<file path="src/rtl/packet_serializer_if.sv">
// Packet stream bundle for the 64-bit to 32-bit serializer: 64-bit word input side,
// 32-bit beat output side and the CPU error pulse.
`timescale 1ns/1ps
interface packet_serializer_if;
    logic        ivalid;
    logic        isop;
    logic        ieop;
    logic [63:0] idata;
    logic [2:0]  iresidual;
    logic        ibad;
    logic        iready;

    logic        ovalid;
    logic        osop;
    logic        oeop;
    logic [31:0] odata;
    logic [1:0]  oresidual;
    logic        obad;
    logic [13:0] oplen;
    logic        oready;
    logic        ocpu_interrupt;

    modport slave (
        input  ivalid, isop, ieop, idata, iresidual, ibad, oready,
        output iready, ovalid, osop, oeop, odata, oresidual, obad, oplen, ocpu_interrupt
    );

    modport master (
        output ivalid, isop, ieop, idata, iresidual, ibad, oready,
        input  iready, ovalid, osop, oeop, odata, oresidual, obad, oplen, ocpu_interrupt
    );
endinterface

</file>
<file path="src/rtl/packet_serializer.sv">
// Splits 64-bit packet words into 32-bit beats, counts packet bytes, and flags
// length and framing errors to the CPU.
`timescale 1ns/1ps
module packet_serializer #(
    parameter int MAX_PLEN = 9216,
    parameter int MIN_PLEN = 64
) (
    input  logic iclk,
    input  logic irst,
    packet_serializer_if.slave bus
);

    localparam logic [13:0] MAX_L = 14'(MAX_PLEN);
    localparam logic [13:0] MIN_L = 14'(MIN_PLEN);

    logic        ovalid_p0;
    logic        osop_p0;
    logic        oeop_p0;
    logic [31:0] odata_p0;
    logic [1:0]  ores_p0;
    logic        obad_p0;
    logic [13:0] oplen_p0;
    logic        irq_p0;

    logic        pend_vld;
    logic [31:0] pend_data;
    logic        pend_eop;
    logic [2:0]  pend_bytes;
    logic        pend_bad;

    logic        in_pkt;
    logic [13:0] count;

    function automatic logic [13:0] sat_add(input logic [13:0] a, input logic [2:0] b);
        logic [14:0] s;
        s = {1'b0, a} + {12'd0, b};
        return s[14] ? 14'h3fff : s[13:0];
    endfunction

    function automatic logic len_bad(input logic [13:0] len);
        return (len > MAX_L) || (len < MIN_L);
    endfunction

    logic        free;
    logic        xfer;
    logic        ready;
    logic        accept;
    logic        stray;
    logic        restart;
    logic        single;
    logic [2:0]  hi_bytes;
    logic [2:0]  lo_bytes;
    logic [13:0] hi_count;
    logic [13:0] lo_count;

    assign free     = !ovalid_p0 || bus.oready;
    assign xfer     = ovalid_p0 && bus.oready;
    assign ready    = !irst && !pend_vld && free;
    assign accept   = bus.ivalid && ready;
    assign stray    = accept && !bus.isop && !in_pkt;
    assign restart  = accept && bus.isop && in_pkt;
    // An eop word with 1..4 valid bytes fits entirely in the high half.
    assign single   = bus.ieop && (bus.iresidual != 3'd0) && (bus.iresidual <= 3'd4);
    assign hi_bytes = single ? bus.iresidual : 3'd4;
    // Residual 0 wraps to 4 here, which is exactly the full low half.
    assign lo_bytes = bus.ieop ? (bus.iresidual - 3'd4) : 3'd4;
    assign hi_count = sat_add(bus.isop ? 14'd0 : count, hi_bytes);
    assign lo_count = sat_add(count, pend_bytes);

    // Output beat register, pending flag, framing and byte count
    always_ff @(posedge iclk) begin
        if (irst) begin
            ovalid_p0 <= 1'b0;
            osop_p0   <= 1'b0;
            oeop_p0   <= 1'b0;
            odata_p0  <= '0;
            ores_p0   <= '0;
            obad_p0   <= 1'b0;
            oplen_p0  <= '0;
            irq_p0    <= 1'b0;
            pend_vld  <= 1'b0;
            in_pkt    <= 1'b0;
            count     <= '0;
        end else begin
            irq_p0 <= (xfer && oeop_p0 && obad_p0) || stray || restart;
            if (accept && !stray) begin
                in_pkt    <= !bus.ieop;
                ovalid_p0 <= 1'b1;
                osop_p0   <= bus.isop;
                oeop_p0   <= single;
                odata_p0  <= bus.idata[63:32];
                ores_p0   <= single ? bus.iresidual[1:0] : 2'd0;
                oplen_p0  <= single ? hi_count : 14'd0;
                obad_p0   <= single && (bus.ibad || len_bad(hi_count));
                count     <= hi_count;
                pend_vld  <= !single;
            end else if (free) begin
                if (pend_vld) begin
                    ovalid_p0 <= 1'b1;
                    osop_p0   <= 1'b0;
                    oeop_p0   <= pend_eop;
                    odata_p0  <= pend_data;
                    ores_p0   <= pend_eop ? pend_bytes[1:0] : 2'd0;
                    oplen_p0  <= pend_eop ? lo_count : 14'd0;
                    obad_p0   <= pend_eop && (pend_bad || len_bad(lo_count));
                    count     <= lo_count;
                    pend_vld  <= 1'b0;
                end else begin
                    ovalid_p0 <= 1'b0;
                    osop_p0   <= 1'b0;
                    oeop_p0   <= 1'b0;
                    odata_p0  <= '0;
                    ores_p0   <= '0;
                    obad_p0   <= 1'b0;
                    oplen_p0  <= '0;
                end
            end
        end
    end

    // Low-half payload; only meaningful while pend_vld is set
    always_ff @(posedge iclk) begin
        if (accept) begin
            pend_data  <= bus.idata[31:0];
            pend_eop   <= bus.ieop;
            pend_bytes <= lo_bytes;
            pend_bad   <= bus.ibad;
        end
    end

    assign bus.iready         = ready;
    assign bus.ovalid         = ovalid_p0;
    assign bus.osop           = osop_p0;
    assign bus.oeop           = oeop_p0;
    assign bus.odata          = odata_p0;
    assign bus.oresidual      = ores_p0;
    assign bus.obad           = obad_p0;
    assign bus.oplen          = oplen_p0;
    assign bus.ocpu_interrupt = irq_p0;

endmodule

</file>
<file path="src/flat_wrapper.sv">
// flat-port wrapper written by rule: the top's interface ports become plain ports
module packet_serializer_flat 
#(
    parameter int MAX_PLEN = 9216,
    parameter int MIN_PLEN = 64
)
  (iclk, irst, bus_ivalid, bus_isop, bus_ieop, bus_idata, bus_iresidual, bus_ibad, bus_oready, bus_iready, bus_ovalid, bus_osop, bus_oeop, bus_odata, bus_oresidual, bus_obad, bus_oplen, bus_ocpu_interrupt);
  packet_serializer_if bus_i ();
  input  logic iclk;
  input  logic irst;
  input wire logic [$bits(bus_i.ivalid)-1:0] bus_ivalid;
  input wire logic [$bits(bus_i.isop)-1:0] bus_isop;
  input wire logic [$bits(bus_i.ieop)-1:0] bus_ieop;
  input wire logic [$bits(bus_i.idata)-1:0] bus_idata;
  input wire logic [$bits(bus_i.iresidual)-1:0] bus_iresidual;
  input wire logic [$bits(bus_i.ibad)-1:0] bus_ibad;
  input wire logic [$bits(bus_i.oready)-1:0] bus_oready;
  output wire logic [$bits(bus_i.iready)-1:0] bus_iready;
  output wire logic [$bits(bus_i.ovalid)-1:0] bus_ovalid;
  output wire logic [$bits(bus_i.osop)-1:0] bus_osop;
  output wire logic [$bits(bus_i.oeop)-1:0] bus_oeop;
  output wire logic [$bits(bus_i.odata)-1:0] bus_odata;
  output wire logic [$bits(bus_i.oresidual)-1:0] bus_oresidual;
  output wire logic [$bits(bus_i.obad)-1:0] bus_obad;
  output wire logic [$bits(bus_i.oplen)-1:0] bus_oplen;
  output wire logic [$bits(bus_i.ocpu_interrupt)-1:0] bus_ocpu_interrupt;
  assign bus_i.ivalid = bus_ivalid;
  assign bus_i.isop = bus_isop;
  assign bus_i.ieop = bus_ieop;
  assign bus_i.idata = bus_idata;
  assign bus_i.iresidual = bus_iresidual;
  assign bus_i.ibad = bus_ibad;
  assign bus_i.oready = bus_oready;
  assign bus_iready = bus_i.iready;
  assign bus_ovalid = bus_i.ovalid;
  assign bus_osop = bus_i.osop;
  assign bus_oeop = bus_i.oeop;
  assign bus_odata = bus_i.odata;
  assign bus_oresidual = bus_i.oresidual;
  assign bus_obad = bus_i.obad;
  assign bus_oplen = bus_i.oplen;
  assign bus_ocpu_interrupt = bus_i.ocpu_interrupt;
  packet_serializer #(.MAX_PLEN(MAX_PLEN), .MIN_PLEN(MIN_PLEN)) u_core (.iclk(iclk), .irst(irst), .bus(bus_i));
endmodule
</file>
<file path="config.mk">
export PLATFORM = sky130hd
export DESIGN_NAME = packet_serializer_flat
export DESIGN_NICKNAME = d
export VERILOG_FILES = /design/src/rtl/packet_serializer_if.sv /design/src/rtl/packet_serializer.sv /design/src/flat_wrapper.sv
export SDC_FILE = /design/constraint.sdc
export NUM_CORES = 1
export LEC_CHECK = 0
export BUFFER_PORTS_ARGS = -buffer_cell sky130_fd_sc_hd__buf_2
export CORE_UTILIZATION = 30
export DETAILED_ROUTE_END_ITERATION = 10
export SYNTH_ARGS = -nofsm -noshare
export SYNTH_HDL_FRONTEND = slang
export SYNTH_SLANG_ARGS = --single-unit
</file>
<file path="constraint.sdc">
create_clock -name iclk -period 3.1 [get_ports iclk]
set_input_delay 0.155 -clock iclk [delete_from_list [all_inputs] [get_ports iclk]]
set_output_delay 0.155 -clock iclk [all_outputs]
set_load 0.01 [all_outputs]
</file>
==> results_dict.tcl <==
set metrics [dict create \
    clock.fmax_mhz 336 \
    grt_max_degree 71 \
    rr_endpoint "u_core.bus.obad$_SDFFE_PP0P_" \
    synth-edff-count 37 \
    synthArstFlopShare_pct 0 \
    r2r-start "u_core.count[0]$_SDFFE_PP0P_" \
    core_area_sq_mm 0.0168 \
    ioPinCount 128 \
    power_density_mw_per_mm2 492 \
    post-route-period-util_pct 96.1 \
    htreeDepth 3 \
    hold_viol 0 \
    synth_top_cell_area_share_pct 26.5 \
    finalNonFillerCells 918 \
    via_count 4886 \
    p_leak_nw 2.74 \
    fin_worst_skew_ns 0.00902 \
    drc 0 \
    tns_ns 0 \
    overflow 0 \
    dp_hpwl_um 11200 \
    die_y_um 134 \
    fillers 1688 \
    syn_nets 636 \
    drtPass1Iterations 5 \
    start_kind "register" \
    period_minus_slack_ns 2.98 \
    port_buffers 127 \
    cts_buffers 9 \
    dp.cells 870 \
    critPathSlowestCell "nor2b_1" \
    fin_hold_ws_ns 0.0311 \
    drv_cap 0 \
    n_antenna_cell 0 \
    outcome "completed" \
    relSlewSlack_pct 32.1 \
    cts_root_buffer "clkbuf_16" \
    setup.worst_path.end "u_core.bus.obad$_SDFFE_PP0P_" \
    syn_to_final_growth_pct 28.6 \
    p_total_mw 3.30 \
    cts_tree "built" \
    clk_pin_slew_ns 0.08 \
    ys.warnings.count 0 \
    syn-mean-instance-area_sq_um 9.41 \
    clock_path_buffers 2 \
    drive_gt1_share_pct 26.5 \
    grt_usage_pct 19.1 \
    rrSetupSlack_ns 0.12 \
    antenna_found_initial 0 \
    synth_area_sq_mm 0.00521 \
    wl_per_cell_um 18.3 \
    synthCells 554 \
    yosysMostFrequentCell "nor2_1" \
    via_per_inst 5.32 \
    cp.arrival_ns 3.27 \
    gp_congestion 0.976 \
    synth_top_area_cell "dfxtp_1" \
    grt_pass1_vias 4754 \
    hp-class "input port to register" \
    grt_pass1_wl_um 26400 \
    die-area_sq_mm 0.0179 \
    cts_resized 0 \
    final-setup-viol-count 0 \
    min_path_cells 1 \
    fin_util_pct 40.0 \
    tightest_slew_ns 1.01 \
    critPathCaptureType "register" \
    worstPathCellList "ha_1, inv_1, fa_1, nor2b_1, o21ai_2, o21ai_1, nand3_1, nor4_1, buf_4, nand4_1, a41oi_2" \
    die_w_um 134 \
    drtIter0Drc 431 \
    rr_worst_depth 11 \
    ant_nets 0 \
    slew_viol_final 0 \
    totalWireLength_um 16800 \
    max_stage_delay_ns 0.42 \
    initial_core_util_pct 31.1 \
    synth_commonest_cells "nor2_1, dfxtp_1, nor3_1" \
    insertion_delay_ns 0.36 \
    seq_area_frac_synth_pct 47.8 \
    cp.required_ns 3.39 \
    cp-startpoint "u_core.count[0]$_SDFFE_PP0P_" \
    ys.flop_type "dfxtp_1" \
    ir_drop_mv 0.347 \
    nNetsFinal 775 \
    synth_area_leaders "dfxtp_1, edfxtp_1, a221oi_1" \
    rows 47 \
    cp_max_fo 5 \
    cts.sinks 106 \
    crit_type "register to register" \
    synth-seq-cells 106 \
    rsz0062_at_grt "false" \
    ys_types 66 \
]
-- report_power, final --
part           switching (mW)  internal (mW)  leakage, nW
Clock                   0.551          0.797        0.167
Sequential             0.0408           1.50        0.906
Combinational           0.234          0.175         1.67
Total                   0.826           2.47         2.74
-- cell type report --
type	count	area [sq um]	share of cell area, %
tap	220	275	4.11
clock inverter	7	124	1.85
inverter	6	22.5	0.336
sequential	106	2490	37.2
clock buffer	9	225	3.36
multi-input combinational	390	2450	36.6
timing repair buffer	180	1110	16.6
-- worst min path at each step --
stage / start / endpoint
final: bus_ibad / u_core.pend_bad$_DFFE_PP_
after global routing: bus_ibad / u_core.pend_bad$_DFFE_PP_
after CTS: bus_ibad / u_core.pend_bad$_DFFE_PP_
after detailed placement: bus_idata[31] / u_core.pend_data[31]$_DFFE_PP_
after global placement: bus_idata[18] / u_core.pend_data[18]$_DFFE_PP_
after floorplan: bus_ieop / u_core.in_pkt$_SDFFE_PP0P_
-- per-layer routing --
layer,share of wire (%),vias to the layer above,GRT usage [%],wire length [um]
li1,-,2343,-,-
met1,46,2367,25.7,7810
met2,47,160,30.5,7870
met3,5.3,16,3.51,896
met4,1.5,0,6.88,258
met5,0,-,0,0
-- placed cells by master (no fill, tap or decap), drive strengths merged, types with 4 or more instances in the layout --
cell type    Yosys  layout
a211oi          10      10
a21oi           22      22
a221oi          37      37
a311oi           8       8
and2             5       5
buf             26     148
clkbuf          26       9
dfxtp           69      69
dlygate4sd3      0      32
edfxtp          37      37
ha               6       6
inv              5       7
nand2           36      36
nand3           12      12
nand4            8       8
nor2            80      80
nor2b            6       6
nor3            48      48
nor4             4       4
o211ai           9       9
o21ai           25      25
or3              5       5
xnor2           14      14
xor2             4       4
-- critical path, delay by kind of cell, from the launching register on --
| family | cells | cell delay (ns) |
|---|---|---|
| AOI/OAI and AO/OA | 3 | 0.56 |
| adders and majority gates | 2 | 0.62 |
| buffers and inverters | 2 | 0.26 |
| DFF | 1 | 0.37 |
| and+or+nand+nor | 4 | 1.09 |
-- sequential cells by signal, indices dropped and copies added (netlist names) --
register and count:
u_core.pend_vld 1, u_core.bus.osop 1, u_core.bus.oresidual 2, u_core.in_pkt 1, u_core.bus.ovalid 1, u_core.bus.ocpu_interrupt 1, u_core.count 14, u_core.pend_bytes 3
u_core.bus.obad 1, u_core.bus.odata 32, u_core.pend_data 32, u_core.bus.oeop 1, u_core.pend_bad 1, u_core.pend_eop 1, u_core.bus.oplen 14
-- metrics by stage --
stage               instance area, sq um  worst slack, ns
floorplan                           5210           0.0308
global placement                    6040            0.203
detailed placement                  6040            0.176
CTS                                 6710            0.215
global route                        6710           0.0266
finish                              6710            0.120
-- cells by family after synthesis --
group	share of synthesized area, %
AOI/OAI and AO/OA	19.5
DFF	47.8
muxes	1.30
xor gates and xnor gates	3.02
adders and majority gates	2.21
and+or+nand+nor	20.8
buffers and inverters	5.35
-- timing repair --
action                    4_1_cts  5_1_grt
buffers inserted                0        0
hold buffers                   32        0
hold endpoints to repair       32        0
No activity file was read; power rests on OpenSTA's default activity.
